--- config.mk ---
export PLATFORM = sky130hd
export DESIGN_NAME = alu_uart_ctrl
export DESIGN_NICKNAME = d
export VERILOG_FILES = /design/src/rtl/alu_uart_ctrl.sv
export SDC_FILE = /design/constraint.sdc
export NUM_CORES = 1
export LEC_CHECK = 0
export ABC_AREA = 1
export CORE_MARGIN = 4
export CORE_UTILIZATION = 56
export DETAILED_ROUTE_END_ITERATION = 8
export GPL_TIMING_DRIVEN = 0
export HOLD_SLACK_MARGIN = 0.03
export PLACE_DENSITY = 0.84
export SLEW_MARGIN = 15
export SYNTH_ARGS = -nofsm -noshare
export SYNTH_HDL_FRONTEND = slang
export SYNTH_SLANG_ARGS = --single-unit
--- constraint.sdc ---
create_clock -name i_clk -period 3.5 [get_ports i_clk]
set_input_delay 1.05 -clock i_clk [delete_from_list [all_inputs] [get_ports i_clk]]
set_output_delay 1.05 -clock i_clk [all_outputs]
set_load 0.1 [all_outputs]
--- src/rtl/alu_uart_ctrl.sv ---
// Sequencer between a UART and an ALU: collects operand A, operand B and an opcode byte,
// runs one ALU operation and hands the result byte to the transmitter.
module alu_uart_ctrl #(
   parameter int unsigned DATA_SIZE = 8,
   parameter int unsigned OP_SIZE   = 6,
   parameter int unsigned TIMEOUT   = 1000000
) (
   input  logic                 i_clk,
   input  logic                 i_reset,
   input  logic [DATA_SIZE-1:0] i_rx_data,
   input  logic                 i_rx_done,
   input  logic                 i_tx_done,
   input  logic [DATA_SIZE-1:0] i_alu_result,
   output logic [DATA_SIZE-1:0] o_alu_a,
   output logic [DATA_SIZE-1:0] o_alu_b,
   output logic [OP_SIZE-1:0]   o_alu_op,
   output logic [DATA_SIZE-1:0] o_tx_data,
   output logic                 o_tx_start,
   output logic                 o_busy,
   output logic                 o_op_err
);

   localparam int unsigned CntW = $clog2(TIMEOUT) + 1;
   localparam logic [CntW-1:0] CntMax = CntW'(TIMEOUT - 1);

   localparam logic [OP_SIZE-1:0] OpAdd = OP_SIZE'(6'b100000);
   localparam logic [OP_SIZE-1:0] OpSub = OP_SIZE'(6'b100010);
   localparam logic [OP_SIZE-1:0] OpAnd = OP_SIZE'(6'b100100);
   localparam logic [OP_SIZE-1:0] OpOr  = OP_SIZE'(6'b100101);
   localparam logic [OP_SIZE-1:0] OpXor = OP_SIZE'(6'b100110);
   localparam logic [OP_SIZE-1:0] OpSra = OP_SIZE'(6'b000011);
   localparam logic [OP_SIZE-1:0] OpSrl = OP_SIZE'(6'b000010);
   localparam logic [OP_SIZE-1:0] OpNor = OP_SIZE'(6'b100111);

   typedef enum logic [2:0] {
      StWaitA,
      StWaitB,
      StWaitOp,
      StExec,
      StSend,
      StWaitTx
   } state_e;

   state_e               state_q, state_d;
   logic [CntW-1:0]      cnt_q, cnt_d;
   logic [DATA_SIZE-1:0] a_q, a_d, b_q, b_d, tx_data_q, tx_data_d;
   logic [OP_SIZE-1:0]   op_q, op_d;
   logic                 tx_start_q, tx_start_d;
   logic                 op_err_q, op_err_d;
   logic                 timed_out;

   function automatic logic op_supported(input logic [OP_SIZE-1:0] op);
      logic ok;
      case (op)
         OpAdd, OpSub, OpAnd, OpOr, OpXor, OpSra, OpSrl, OpNor: ok = 1'b1;
         default:                                               ok = 1'b0;
      endcase
      return ok;
   endfunction

   assign timed_out = (cnt_q == CntMax);

   always_comb begin
      state_d    = state_q;
      a_d        = a_q;
      b_d        = b_q;
      op_d       = op_q;
      tx_data_d  = tx_data_q;
      tx_start_d = 1'b0;
      op_err_d   = 1'b0;
      cnt_d      = cnt_q;

      // A received byte always wins over a timeout in the same cycle.
      case (state_q)
         StWaitA: begin
            if (i_rx_done) begin
               a_d     = i_rx_data;
               state_d = StWaitB;
            end
         end
         StWaitB: begin
            if (i_rx_done) begin
               b_d     = i_rx_data;
               state_d = StWaitOp;
            end else if (timed_out) begin
               state_d = StWaitA;
            end
         end
         StWaitOp: begin
            if (i_rx_done) begin
               if (op_supported(i_rx_data[OP_SIZE-1:0])) begin
                  op_d    = i_rx_data[OP_SIZE-1:0];
                  state_d = StExec;
               end else begin
                  op_err_d = 1'b1;
                  state_d  = StWaitA;
               end
            end else if (timed_out) begin
               state_d = StWaitA;
            end
         end
         StExec: begin
            tx_data_d  = i_alu_result;
            tx_start_d = 1'b1;
            state_d    = StSend;
         end
         StSend: begin
            state_d = StWaitTx;
         end
         StWaitTx: begin
            if (i_tx_done) begin
               state_d = StWaitA;
            end
         end
         default: begin
            state_d = StWaitA;
         end
      endcase

      // Every accepted byte changes state, so a state change also covers byte acceptance.
      if (state_d != state_q) begin
         cnt_d = '0;
      end else if (state_q == StWaitB || state_q == StWaitOp) begin
         cnt_d = cnt_q + CntW'(1);
      end
   end

   always_ff @(posedge i_clk) begin
      if (i_reset) begin
         state_q    <= StWaitA;
         cnt_q      <= '0;
         a_q        <= '0;
         b_q        <= '0;
         op_q       <= '0;
         tx_data_q  <= '0;
         tx_start_q <= 1'b0;
         op_err_q   <= 1'b0;
      end else begin
         state_q    <= state_d;
         cnt_q      <= cnt_d;
         a_q        <= a_d;
         b_q        <= b_d;
         op_q       <= op_d;
         tx_data_q  <= tx_data_d;
         tx_start_q <= tx_start_d;
         op_err_q   <= op_err_d;
      end
   end

   assign o_alu_a    = a_q;
   assign o_alu_b    = b_q;
   assign o_alu_op   = op_q;
   assign o_tx_data  = tx_data_q;
   assign o_tx_start = tx_start_q;
   assign o_op_err   = op_err_q;
   assign o_busy     = (state_q == StExec) || (state_q == StSend) || (state_q == StWaitTx);

endmodule
==> results <==
-- synth_stat cells --
library cell | count | area, um2
a21oi_1 | 32 | 160.2
buf_2 | 1 | 5.000
buf_4 | 2 | 15.01
buf_6 | 2 | 22.52
clkbuf_1 | 6 | 22.52
clkinv_1 | 1 | 3.750
dfxtp_1 | 56 | 1121
ha_1 | 1 | 12.51
inv_1 | 35 | 131.4
inv_2 | 7 | 26.28
mux2i_1 | 3 | 30.03
nand2_1 | 88 | 330.3
nand2_2 | 5 | 31.28
nand2_4 | 2 | 22.52
nand3_1 | 31 | 155.2
nand3_2 | 2 | 20.02
nand4_1 | 5 | 31.28
nor2_1 | 46 | 172.7
nor2_2 | 2 | 12.51
nor2_4 | 4 | 45.04
nor3_1 | 5 | 25.02
nor3_2 | 20 | 200.2
o21ai_0 | 13 | 65.06
xnor2_1 | 6 | 52.55
xor2_1 | 7 | 61.31
-- path summary, 6_finish.rpt --
check	startpoint	slack, ns	to	cells past startpoint
setup / recovery	state_q[1]	0.12	o_busy	6
hold / removal	o_alu_a[1]	0.45	o_alu_a[1]	2
setup reg to reg	cnt_q[0]	1.57	cnt_q[1]	11
hold reg to reg	o_alu_a[1]	0.45	o_alu_a[1]	2
-- worst min-delay path, cell delays in order, from the launching register on --
cell and delay, ns:
dfxtp_1 0.32, inv_1 0.05, a21oi_1 0.05
-- layer usage --
| metal | global-route usage, % | part of all wire [%] |
|---|---|---|
| met5 | 0 | 0 |
| met4 | 6.818 | 1.9 |
| met2 | 41.10 | 50 |
| met3 | 7.683 | 6.6 |
| met1 | 25.09 | 42 |
-- cell type report --
| cell class | instances | area [um2] |
|---|---|---|
| plain buffers | 11 | 65.06 |
| clock buffers | 6 | 72.57 |
| clock inverters | 2 | 16.27 |
| fillers | 389 | 1287 |
| inverters | 43 | 161.4 |
| multi-input cells | 272 | 1428 |
| flip-flops and latches | 56 | 1121 |
| well taps | 67 | 83.83 |
| repair buffers | 52 | 519.2 |
-- registers in the layout, indices dropped and copies added (netlist names) --
signal,count
o_alu_a,8
o_tx_data,8
o_alu_op,6
cnt_q,21
o_op_err,1
o_tx_start,1
state_q,3
o_alu_b,8
-- through the flow --
stage | setup slack [ns] | total power, uW | utilization (%) | instances
final | 0.1177 | 1321 | 72.92 | 509
after global routing | 0.002142 | 1371 | 72.92 | 509
after floorplan | 0.8822 | 896.7 | - | 382
after CTS | 0.1248 | 1329 | 72.92 | 509
after global placement | 0.2168 | 975.9 | 71.08 | 501
after detailed placement | 0.2114 | 979.7 | 71.08 | 501
-- kinds of logic after synthesis --
logic type      Yosys count  synth area share (%)
compound gates           45                 8.115
xor+xnor                 13                 4.103
fa+ha+maj                 1                0.4508
buf+inv                  54                 8.160
flops                    56                 40.40
mux                       3                 1.082
simple gates            210                 37.69
-- what timing repair did --
action / in CTS / in global routing
endpoints found under the setup margin: 1 / 0
gates resized for setup: 1 / 0
hold buffers: 0 / 0
-- power breakdown --
group | switching, uW | internal (uW)
Combinational | 216 | 81.0
Clock | 215 | 143
Sequential | 11.6 | 655
Total | 443 | 879
==> results.cfg <==
[floorplan]
die_x_um = 78.40
start_util_pct = 58.37
core_um2 = 4755
die-area_um2 = 6146
die_h_um = 78.40
io-pin-count = 53
rows = 25

[global_route]
grt_pass1_vias = 2599
grt-ovfl-total = 0
grt_pass1_wl_um = 11330
track_usage_pct = 22.74
grt_antenna_before_repair = 0
grt_max_degree = 18

[route]
drc = 0
avgViaCountPerCell = 5.026
postRouteAntennaNets = 0
wl_um = 6331
post_drt_wl_per_cell_um = 12.44
first_iter_violations = 148
dr.pass1.iters = 4
vias = 2558

[sta]
maxSlewHeadroom_pct = 31.96
hold_ws_ns = 0.4530
worst_pin_slew_ns = 1.017
maxSlewViolCount = 0
rsz0062_at_grt = false
finalSetupTns_ns = 0
fin_skew_ns = 0.01213
setup_viol = 0
fmax_mhz = 295.7
period_needed_ns = 3.382
fin_crit_sh_pct = 96.64
final-hold-violation-count = 0

[synthesis]
synth-seq-cells = 56
syn_area_um2 = 2775
synth_fp_nets = 403
ys.warnings.count = 0
synth_seq_area_share_pct = 40.40
netlist_instances = 382
syn_avg_cell_area_um2 = 7.265
synth.distinct_cells = 25

[worst_setup_path]
start_kind = register
crit_family = buffers and inverters
path_cells = inv_2 > nor3_1 > inv_2 > clkbuf_1 > nand2_1 > dlygate4sd2_1
crit_type = register to output pin
cpMostUsedCell = inv_2
cp_slowest_cell = dlygate4sd2_1
path_buf_inv = 4
crit_required_ns = 2.45
worstPathArrival_ns = 2.33
cp-end-kind = output pin
crit_fanout = 10
slowest_delay_ns = 0.86

[cells_and_area]
diodes = 0
final_common_cell = nand2_1
fin_nets = 462
layout-drive-gt1-share_pct = 12.22
final_area_um2 = 3467
syn_to_final_growth_pct = 24.93
most-common-layout-cells = nand2_1, dfxtp_1, clkdlybuf4s50_1

[clock_network]
cts_tree = yes
clock_sinks = 56
numCtsBuffers = 5
post_cts.repair.setup_buffers = 0
htreeDepth = 2
clockBufferDepth = 2
cts-root-buf = clkbuf_8
worstSkewPairLatency_ns = 0.31
path_clk_slew_ns = 0.11

[place]
place_congestion = 0.9569
place_area_um2 = 3379
port_buffers = 52
hpwl_um = 4798

[flow_run]
drv_cap = 0

[pwr]
p_leak_uw = 0.001238
ir_drop_mv = 0.2840
powerDensity_nw_per_um2 = 381.0

[outcome]
status = completed

[min_path]
hold_class = register to register
Note: power is estimated with default switching activity, not from simulation.
